[src/rtl/decoder_scan_sequencer.sv]
// ---------------------------------------------------------------------------
// decoder_scan_sequencer
//
// Purpose:
//   Drives the address (sel) and enable (en) inputs of a 3-to-8 style decoder
//   so that the decoder outputs are swept one line at a time. Each visited
//   line is held for a programmable dwell time. Only slots enabled in the
//   latched mask are visited. Supports one-shot and continuous sweeps.
//
// Ports:
//   clk    in   1        rising-edge clock
//   rst    in   1        synchronous, active-high reset
//   start  in   1        begin a sweep (only looked at while idle)
//   stop   in   1        abort a sweep / suppress a start in the same cycle
//   mode   in   1        0 = one-shot sweep, 1 = continuous sweeps
//   dwell  in   DWELL_W  cycles per slot, 0 behaves as 1
//   mask   in   N        slot enable, bit i set means slot i is visited
//   sel    out  SEL_W    decoder address
//   en     out  1        decoder enable
//   busy   out  1        high while scanning
//   done   out  1        one-cycle pulse at the end of a one-shot sweep,
//                        or on a start with an empty mask
//   wrap   out  1        one-cycle pulse when a continuous sweep restarts
// ---------------------------------------------------------------------------
module decoder_scan_sequencer #(
    parameter int SEL_W   = 3,
    parameter int DWELL_W = 8,
    localparam int N      = 1 << SEL_W
) (
    input  logic               clk,
    input  logic               rst,
    input  logic               start,
    input  logic               stop,
    input  logic               mode,
    input  logic [DWELL_W-1:0] dwell,
    input  logic [N-1:0]       mask,
    output logic [SEL_W-1:0]   sel,
    output logic               en,
    output logic               busy,
    output logic               done,
    output logic               wrap
);

    typedef enum logic [0:0] {
        ST_IDLE = 1'b0,
        ST_SCAN = 1'b1
    } state_t;

    localparam logic [DWELL_W-1:0] DWELL_ZERO = {DWELL_W{1'b0}};
    localparam logic [DWELL_W-1:0] DWELL_ONE  = {{(DWELL_W-1){1'b0}}, 1'b1};
    localparam logic [N-1:0]       MASK_ZERO  = {N{1'b0}};
    localparam logic [SEL_W-1:0]   SEL_ZERO   = {SEL_W{1'b0}};

    // Index of the lowest set bit of m (0 when m is empty).
    function automatic logic [SEL_W-1:0] lowest_set(input logic [N-1:0] m);
        logic [SEL_W-1:0] idx;
        idx = SEL_ZERO;
        for (int i = N - 1; i >= 0; i--) begin
            idx = m[i] ? SEL_W'(i) : idx;
        end
        return idx;
    endfunction

    // {found, index} of the lowest set bit of m strictly above cur.
    function automatic logic [SEL_W:0] next_set(input logic [N-1:0] m,
                                                input logic [SEL_W-1:0] cur);
        logic             found;
        logic [SEL_W-1:0] idx;
        found = 1'b0;
        idx   = cur;
        for (int i = N - 1; i >= 0; i--) begin
            found = (m[i] && (i > int'(cur))) ? 1'b1 : found;
            idx   = (m[i] && (i > int'(cur))) ? SEL_W'(i) : idx;
        end
        return {found, idx};
    endfunction

    state_t             state_r, state_s;
    logic [SEL_W-1:0]   sel_r, sel_s;
    logic               en_r, en_s;
    logic               busy_r, busy_s;
    logic               done_r, done_s;
    logic               wrap_r, wrap_s;
    logic [DWELL_W-1:0] cnt_r, cnt_s;          // remaining extra cycles in this slot
    logic               mode_lat_r, mode_lat_s;
    logic [N-1:0]       mask_lat_r, mask_lat_s;
    logic [DWELL_W-1:0] dwell_lat_r, dwell_lat_s; // effective dwell, never 0

    logic [DWELL_W-1:0] dwell_eff_s;
    logic               nxt_found_s;
    logic [SEL_W-1:0]   nxt_idx_s;

    assign dwell_eff_s              = (dwell == DWELL_ZERO) ? DWELL_ONE : dwell;
    assign {nxt_found_s, nxt_idx_s} = next_set(mask_lat_r, sel_r);

    // Next-state and next-output logic for the two-state sweep controller.
    always_comb begin
        state_s     = state_r;
        sel_s       = sel_r;
        en_s        = en_r;
        busy_s      = busy_r;
        done_s      = 1'b0;
        wrap_s      = 1'b0;
        cnt_s       = cnt_r;
        mode_lat_s  = mode_lat_r;
        mask_lat_s  = mask_lat_r;
        dwell_lat_s = dwell_lat_r;

        case (state_r)
            ST_IDLE: begin
                en_s   = 1'b0;
                busy_s = 1'b0;
                if (start && !stop) begin
                    if (mask != MASK_ZERO) begin
                        mode_lat_s  = mode;
                        mask_lat_s  = mask;
                        dwell_lat_s = dwell_eff_s;
                        sel_s       = lowest_set(mask);
                        en_s        = 1'b1;
                        busy_s      = 1'b1;
                        cnt_s       = dwell_eff_s - DWELL_ONE;
                        state_s     = ST_SCAN;
                    end else begin
                        // Nothing to visit: acknowledge the start immediately.
                        done_s = 1'b1;
                    end
                end else begin
                    state_s = ST_IDLE;
                end
            end

            ST_SCAN: begin
                if (stop) begin
                    // Abort wins over hold, advance and wrap; sel keeps its value.
                    state_s = ST_IDLE;
                    en_s    = 1'b0;
                    busy_s  = 1'b0;
                    cnt_s   = DWELL_ZERO;
                end else if (cnt_r != DWELL_ZERO) begin
                    cnt_s = cnt_r - DWELL_ONE;
                end else if (nxt_found_s) begin
                    sel_s = nxt_idx_s;
                    cnt_s = dwell_lat_r - DWELL_ONE;
                end else if (mode_lat_r) begin
                    sel_s  = lowest_set(mask_lat_r);
                    wrap_s = 1'b1;
                    cnt_s  = dwell_lat_r - DWELL_ONE;
                end else begin
                    state_s = ST_IDLE;
                    en_s    = 1'b0;
                    busy_s  = 1'b0;
                    done_s  = 1'b1;
                    cnt_s   = DWELL_ZERO;
                end
            end

            default: begin
                state_s = ST_IDLE;
                en_s    = 1'b0;
                busy_s  = 1'b0;
                cnt_s   = DWELL_ZERO;
            end
        endcase
    end

    // State, output and latched-configuration registers with synchronous reset.
    always_ff @(posedge clk) begin
        if (rst) begin
            state_r     <= ST_IDLE;
            sel_r       <= SEL_ZERO;
            en_r        <= 1'b0;
            busy_r      <= 1'b0;
            done_r      <= 1'b0;
            wrap_r      <= 1'b0;
            cnt_r       <= DWELL_ZERO;
            mode_lat_r  <= 1'b0;
            mask_lat_r  <= MASK_ZERO;
            dwell_lat_r <= DWELL_ONE;
        end else begin
            state_r     <= state_s;
            sel_r       <= sel_s;
            en_r        <= en_s;
            busy_r      <= busy_s;
            done_r      <= done_s;
            wrap_r      <= wrap_s;
            cnt_r       <= cnt_s;
            mode_lat_r  <= mode_lat_s;
            mask_lat_r  <= mask_lat_s;
            dwell_lat_r <= dwell_lat_s;
        end
    end

    assign sel  = sel_r;
    assign en   = en_r;
    assign busy = busy_r;
    assign done = done_r;
    assign wrap = wrap_r;

endmodule

[config.mk]
export PLATFORM = sky130hd
export DESIGN_NAME = decoder_scan_sequencer
export DESIGN_NICKNAME = d
export VERILOG_FILES = /design/src/rtl/decoder_scan_sequencer.sv
export SDC_FILE = /design/constraint.sdc
export NUM_CORES = 1
export LEC_CHECK = 0
export BUFFER_PORTS_ARGS = -buffer_cell sky130_fd_sc_hd__buf_2
export CORE_MARGIN = 2
export CORE_UTILIZATION = 28
export DETAILED_ROUTE_END_ITERATION = 10
export GPL_TIMING_DRIVEN = 0
export PLACE_DENSITY_LB_ADDON = 0.05
export REMOVE_ABC_BUFFERS = 1
export SLEW_MARGIN = 20
export SYNTH_ARGS = -nofsm -noshare
export SYNTH_HDL_FRONTEND = slang
export SYNTH_SLANG_ARGS = --single-unit
[constraint.sdc]
create_clock -name clk -period 2.4 [get_ports clk]
set_input_delay 0.48 -clock clk [delete_from_list [all_inputs] [get_ports clk]]
set_output_delay 0.48 -clock clk [all_outputs]
set_load 0.02 [all_outputs]
# [Word level (Yosys, flattened, before mapping)]
# Index checks and enable logic that the tools add are counted.
[word_totals] regBits=32 input_bits=21 output_inout_bits=7 word_cells=110
[op_classes] add_sub_neg=3 n_lt_le_gt_ge=7 n_eq_ne=9 n_mux=64 bitwise=1 n_reduce_logical=17
[op_table] op="two-way mux 3 bit" count=29
[op_table] op="two-way mux 8 bit" count=7
[op_table] op="subtractor 8 x 1 -> 8 bit, second input constant" count=3
[op_table] op="two-way mux 1 bit" count=23
[op_table] op="one-hot mux 8 bit (2 select lines)" count=1
[op_table] op="nonzero test 8 bit" count=2
[op_table] op="greater-than comparator 3 bit, first input constant" count=4
[op_table] op="inequality test 3 bit, second input constant" count=3
[op_table] op="inequality test 9 x 2 -> 1 bit, second input constant" count=1
[op_table] op="logical AND 1 bit" count=8
[op_table] op="zero test 8 bit" count=1
[op_table] op="inequality test 2 bit, second input constant" count=4
[op_table] op="greater-than comparator 2 x 3 -> 1 bit, first input constant" count=2
[op_table] op="one-hot mux 1 bit (2 select lines)" count=3
[op_table] op="one-hot mux 3 bit (2 select lines)" count=1
[op_table] op="AND reduction 3 bit" count=2
[op_table] op="AND reduction 6 bit" count=1
[op_table] op="OR reduction 5 bit" count=1
[op_table] op="greater-than comparator 1 x 3 -> 1 bit, first input constant" count=1
[op_table] op="inequality test 3 x 1 -> 1 bit, second input constant" count=1
[op_table] op="AND reduction 2 bit" count=1
[op_table] op="zero test 1 bit" count=1
[op_table] op="inverter 1 bit" count=1

# [Depth between registers and ports, before layout]
# Gate-level depths: netlist (run 1).
[depth] depth_word=13 depth_mapped=10 mapped_depth_nobuf=10

# [Worst setup path after synthesis (run 1)]
# Ideal clock, no wire load.
[synth_timing] path_kind="input port to flip-flop" start="input port dwell[2]" end="register cnt_r[4]" setup_ps=133 arrival_time_ps=2093 required_time_ps=2267 slack_ps=174 stages=10 n_path_buf=0 path_cell_list="or3_1 or4_1 nor2_1 nor2_1 ha_1 nand2_1 xor2_1 a21oi_1 a21oi_1 nor3_1"
[synth_between] elab_chain_len=6
[synth_lines] element="start, declared" line="35" source="input logic [DWELL_W-1:0] dwell,"
[synth_lines] element="zero test 8 bit" line="93" source="assign dwell_eff_s = (dwell == DWELL_ZERO) ? DWELL_ONE : dwell;"
[synth_lines] element="two-way mux 8 bit (*)" line="93"
[synth_lines] element="subtractor 8 x 1 -> 8 bit (*)" line="121" source="cnt_s = dwell_eff_s - DWELL_ONE;"
[synth_lines] element="two-way mux 8 bit (*)" line="114" source="if (mask != MASK_ZERO) begin"
[synth_lines] element="two-way mux 8 bit (*)" line="113" source="if (start && !stop) begin"
[synth_lines] element="one-hot mux 8 bit (2 select lines) (*)" line="109" source="case (state_r)"
[synth_lines] element="end signal, assigned" line="186" source="cnt_r <= cnt_s;"
[synth_lines] element="end, declared" line="84" source="logic [DWELL_W-1:0] cnt_r, cnt_s;"
# Every way passes the cells marked *; elsewhere a longest branch is shown, timed or not. The select of a mux whose other input is x is not followed.
# A chain may end at the register's enable or synchronous reset.

# [Final worst setup path (run 1)]
[layout_timing] start="input port dwell[2]" end="register cnt_r[6]"
# The elaborated chain is that of the path after synthesis.

==> results of run 1 <==
==> worst min-delay path: stages <==
cell     delay [ns]
buf_2          0.10
nand2_1        0.05
a21oi_1        0.05
==> routing by layer <==
layer,vias up,GRT usage [%],share of wire [%]
li1,1063,-,-
met3,5,2.85,2.2
met4,0,5.00,1.2
met5,-,0,0
met1,961,23.6,54
met2,25,23.4,42
==> how the worst max path moves through the flow <==
stage                  start        to  slack [ns]
detailed placement   mask[4]    sel[0]       -0.50
finish              dwell[2]  cnt_r[6]        0.15
global route         mask[3]    sel[0]       0.008
floorplan            mask[2]  cnt_r[1]        0.17
global placement     mask[2]  cnt_r[1]       -0.91
CTS                 cnt_r[0]    sel[0]        0.04
==> stage by stage <==
stage	total power, mW	utilization (%)
2_1_floorplan	0.840	-
3_3_place_gp	0.960	31.5
3_5_place_dp	0.960	31.8
4_1_cts	1.38	32.9
5_1_grt	1.46	33.3
6_report	1.37	33.3
==> final cells by class <==
cell class / instances / area [µm²] / share of cell area (%)
clock buffers: 6 / 72.6 / 3.02
well taps: 99 / 124 / 5.15
clock inverters: 1 / 5.00 / 0.208
inverters: 8 / 30.0 / 1.25
multi-input cells: 232 / 1370 / 56.8
flip-flops and latches: 32 / 641 / 26.7
repair buffers: 30 / 165 / 6.87
==> where the power goes <==
group	total [mW]	internal (mW)	switching, mW
registers	0.609	0.562	0.0475
clock network	0.412	0.197	0.215
logic	0.351	0.148	0.203
==> cells in the mapped netlist, types with 2 or more instances <==
library cell  number  share of area (%)
xnor2_1            4                1.7
buf_2              4               0.96
dfxtp_1           32                 31
inv_1              8                1.4
a31oi_1            4                1.2
ha_1               4                2.4
a211o_1            2               0.84
nor2b_1            8                2.4
nor4b_1            2               0.84
o31ai_1            6                2.2
clkbuf_1           9                1.6
a21oi_1           31                7.5
o21bai_1           2               0.72
a21boi_0           2               0.72
o32ai_1            2               0.84
or3_1              2               0.60
nand2_1           48                8.7
nor3b_1            2               0.72
nor2_1            30                5.4
nand3_1            7                1.7
or4_1              3                1.1
nor4_1             4                1.2
nand2b_1           6                1.8
nor3_1            12                2.9
o21ai_0           13                3.1
a221oi_1           3                1.3
xor2_1             7                2.9
o21a_1             3                1.1
o211ai_1           3                1.1
==> logic make-up (layout without fill, tap and decap cells) <==
family	after synthesis	after routing	synth area share, %
AND/OR/NAND/NOR	133	133	31.3
AO/OA/AOI/OAI	83	83	25.8
flip-flops	32	32	30.8
buffers and inverters	23	45	4.57
XOR/XNOR	11	11	4.63
adder cells (fa/ha/maj)	4	4	2.41
multiplexers	1	1	0.481
==> what timing repair did <==
item | CTS | global route
endpoints found under the setup margin | 5 | 9
resized for setup | 1 | 4
setup buffers | 0 | 2
==> flip-flops by register name, indices dropped and copies added, names as in the netlist <==
name	cells
busy	1
cnt_r	8
done	1
dwell_lat_r	8
mask_lat_r	8
mode_lat_r	1
sel	3
state_r	1
wrap	1
==> results.cfg, run 1 <==
[die]
design.die.area_um2 = 8140
initial_core_util_pct = 28.8
coreArea_um2 = 7210
placementRows = 31
dieHeight_um = 90.2
ios = 28
die_width_um = 90.2

[drt]
drtIter0Drc = 101
remaining_drc_errors = 0
vias_per_cell = 5.03
wire_per_inst_um = 15.0
vias = 2054
antenna_left = 0
routed_wl_um = 6130
dr.pass1.iters = 4

[sta]
fin_skew_ns = 0.00419
worst_slack_ns = 0.150
period_minus_slack_ns = 2.25
finalSetupViolations = 0
fin_crit_sh_pct = 93.7
hold_viol = 0
fmax_mhz = 444
worst_slew_pin_slew_ns = 0.840
fin_tns_setup_ns = 0
drv_slew = 0
rsz0062_at_grt = false
fin_hold_ws_ns = 0.438
relSlewSlack_pct = 44.0

[yosys]
yosys_warnings = 0
yosysSeqAreaShare_pct = 30.8
synthArstFlopShare_pct = 0
syn_avg_cell_area_um2 = 7.25
ys.flop_type = dfxtp_1
synth_area_um2 = 2080
ys_ff_latch = 32
synthCells = 287
synth_enable_flop_cells = 0
synth.distinct_cells = 53

[critical_path]
slowest_delay_ns = 0.43
crit_path_top_delay_cell = or4_4
crit_fanout = 5
r2r-end = cnt_r[7]
critPathKind = input port to flip-flop
crit_family = simple AND/OR/NAND/NOR gates
required_ns = 2.54
r2r_cells = 6
worstPathArrival_ns = 2.39
crit_path_cell_trace = buf_2 -> or3_1 -> or4_4 -> nor2_1 -> nor2_1 -> ha_1 -> nand2_2 -> or4_1 -> a31oi_1 -> a31oi_1 -> nor3_1
worstPathBufferInverterCount = 1
critPathLaunchType = input port
reg2reg_slack_ns = 0.25
setup.worst_path.end_class = flip-flop
rr_startpoint = sel[2]
crit_cells = 11

[placed_design]
place_ws_ns = -0.502
port_buffers = 27
gp_congestion = 0.741
placed_cell_area_um2 = 2290
dp_cells = 399
hpwl_um = 4420

[finish]
area_growth_pct = 15.5
drive_above_1_share_pct = 15.5
layoutNonFillerInstCount = 408
num-nets-final = 334
final_design_area_no_fill_um2 = 2400
antenna_cells = 0
final_cell_mix = 47 x nand2_1, 32 x dfxtp_1, 31 x a21oi_1
fill_cells = 813
mostFrequentLayoutCell = nand2_1

[clock_network]
ctsHoldBuffers = 0
cts.sinks = 32
ctsHtreeMaxLevel = 2
cts.clk_slew.worst_paths_ns = 0.07
worstSkewPairLatency_ns = 0.29
cts_tree = yes
tritoncts.num_buffers = 5
clk_path_buf_depth = 2
cts_root_buffer = clkbuf_8

[hold_path]
whs_endpoint = mode_lat_r
worstHoldPathCells = 3
hp-start = mode
worstHoldPathType = input port to flip-flop

[global_route]
grt_max_degree = 35
grt_usage_pct = 16.0
grt_first_pass_wirelength_um = 10500
grt_pass1_vias = 1972
overflow = 0
antenna_found_initial = 0

[outcome]
status = finished clean

[flow_run]
drv_cap = 0

[pwr]
peakVddDrop_uv = 153
p_per_area_nw_per_um2 = 571
power.leakage_nw = 0.901
Note: power is estimated with default switching activity, not from simulation.
==> run 2: changes to the inputs <==
- BUFFER_PORTS_ARGS: -buffer_cell sky130_fd_sc_hd__buf_2 -> -buffer_cell sky130_fd_sc_hd__clkbuf_2
==> run 2 against run 1 <==
Final cell count rose by 0.25%. Worst hold slack got worse by 0.025 ns. Sequential power barely moved. Clock power fell by 4%. Combinational power rose by 2%. Core utilization rose by 0.19 points. Critical path depth did not move. Routed wire length fell by 1.0%. Sequential share of layout area fell by 0.10 points. Largest cell class unchanged. Highest routed layer unchanged.
==> results.cfg, run 2 (same netlist as run 1, synthesis figures left out) <==
[outcome]
status = finished clean

[placed_design]
dp_cells = 399
port_buffers = 27
place_ws_ns = -0.543
hpwl_um = 4470
placed_cell_area_um2 = 2290
gp_congestion = 0.720

[clock_network]
tritoncts.num_buffers = 5
cts.clk_slew.worst_paths_ns = 0.07
ctsHtreeMaxLevel = 2
cts_root_buffer = clkbuf_8
clk_path_buf_depth = 2
cts.sinks = 32
cts_tree = yes
worstSkewPairLatency_ns = 0.28
ctsHoldBuffers = 0

[drt]
routed_wl_um = 6060
drt-met1-wl_um = 3310
dr.pass1.iters = 4
highest_layer = met4
vias_per_cell = 5.08
remaining_drc_errors = 0
antenna_left = 0
wire_per_inst_um = 14.8
wl_met3_um = 171
met2_length_um = 2530
vias = 2076
drtIter0Drc = 79

[sta]
finalSetupViolations = 0
fin_skew_ns = 0.00380
fin_crit_sh_pct = 92.0
drv_slew = 0
rsz0062_at_grt = false
worst_slew_pin_slew_ns = 0.824
hold_viol = 0
period_minus_slack_ns = 2.21
worst_slack_ns = 0.193
fin_hold_ws_ns = 0.413
relSlewSlack_pct = 45.1
fmax_mhz = 453

[finish]
mostFrequentLayoutCell = nand2_1
final_design_area_no_fill_um2 = 2420
drive_above_1_share_pct = 16.8
final_cell_mix = 47 x nand2_1, 31 x a21oi_1, 31 x dfxtp_1
antenna_cells = 0
layoutNonFillerInstCount = 409
top_regs = cnt_r (8), dwell_lat_r (8), mask_lat_r (8)
area_growth_pct = 16.2
fill_cells = 825
num-nets-final = 335

[global_route]
grt_usage_pct = 15.6
antenna_found_initial = 0
grt_max_degree = 35
overflow = 0
grt_pass1_vias = 2009
grt_first_pass_wirelength_um = 10400

[flow_run]
drv_cap = 0

[hold_path]
worstHoldPathType = input port to flip-flop

[critical_path]
setup.worst_path.end_class = flip-flop
critPathLaunchType = input port
crit_fanout = 5
required_ns = 2.53
critPathKind = input port to flip-flop
crit_path_cell_trace = clkbuf_2 -> or3_1 -> or4_4 -> nor2_2 -> nor2_1 -> ha_2 -> nand2_2 -> or4_1 -> a31oi_1 -> a31oi_1 -> nor3_1
worstPathArrival_ns = 2.34
crit_family = simple AND/OR/NAND/NOR gates
worstPathBufferInverterCount = 1
slowest_delay_ns = 0.43
crit_path_top_delay_cell = or4_4
crit_top_cell = a31oi_1

[die]
coreArea_um2 = 7210
initial_core_util_pct = 28.8
ios = 28
placementRows = 31
dieHeight_um = 90.2
design.die.area_um2 = 8140
die_width_um = 90.2

[pwr]
power.leakage_nw = 0.903
power.total_mw = 1.36
peakVddDrop_uv = 210
p_per_area_nw_per_um2 = 564
run 2: cell types whose count changed in the layout (fill, tap and decap cells not counted), sizes merged:
cell and change:
buf -26, clkbuf +27
run 2: area by class of cell:
| class | count | area (µm²) | share of cell area (%) |
|---|---|---|---|
| Clock buffer | 6 | 72.6 | 3.00 |
| Inverter | 8 | 30.0 | 1.24 |
| Timing Repair Buffer | 31 | 173 | 7.14 |
| Sequential cell | 32 | 642 | 26.6 |
| Clock inverter | 1 | 5.00 | 0.207 |
| Tap cell | 99 | 124 | 5.12 |
| Multi-Input combinational cell | 232 | 1370 | 56.7 |
run 2: power by group:
part / internal [mW] / leakage, nW / switching, mW / total [mW]
clock network: 0.197 / 0.0410 / 0.199 / 0.396
registers: 0.562 / 0.262 / 0.0472 / 0.609
logic: 0.152 / 0.600 / 0.207 / 0.359
run 2: layer usage:
| metal | track usage (%) | vias to the layer above |
|---|---|---|
| li1 | - | 1069 |
| met1 | 22.9 | 965 |
| met2 | 23.8 | 37 |
| met3 | 2.85 | 5 |
| met4 | 3.46 | 0 |
| met5 | 0 | - |
run 2: path summary, 6_finish.rpt:
check	startpoint	endpoint	slack, ns	cells after the start
worst max-delay path	dwell[2]	cnt_r[6]	0.19	11
worst min-delay path	mode	mode_lat_r	0.41	3
worst max register to register	cnt_r[4]	sel[0]	0.23	6
worst min register to register	dwell_lat_r[7]	dwell_lat_r[7]	0.47	2
run 2: worst min-delay path, stage by stage:
cell and delay [ns]:
clkbuf_2 0.08, nand2_1 0.04, a21oi_1 0.05
run 2: metrics by stage:
step | util, % | setup TNS [ns]
after floorplan | - | 0
after global placement | 31.5 | -16.41
after detailed placement | 31.8 | -7.10
after CTS | 32.9 | 0
after global routing | 33.5 | 0
final | 33.5 | 0
run 2: timing repair:
item,in CTS,in global routing
setup endpoints to repair,5,13
resized for setup,1,7
setup buffers,0,3
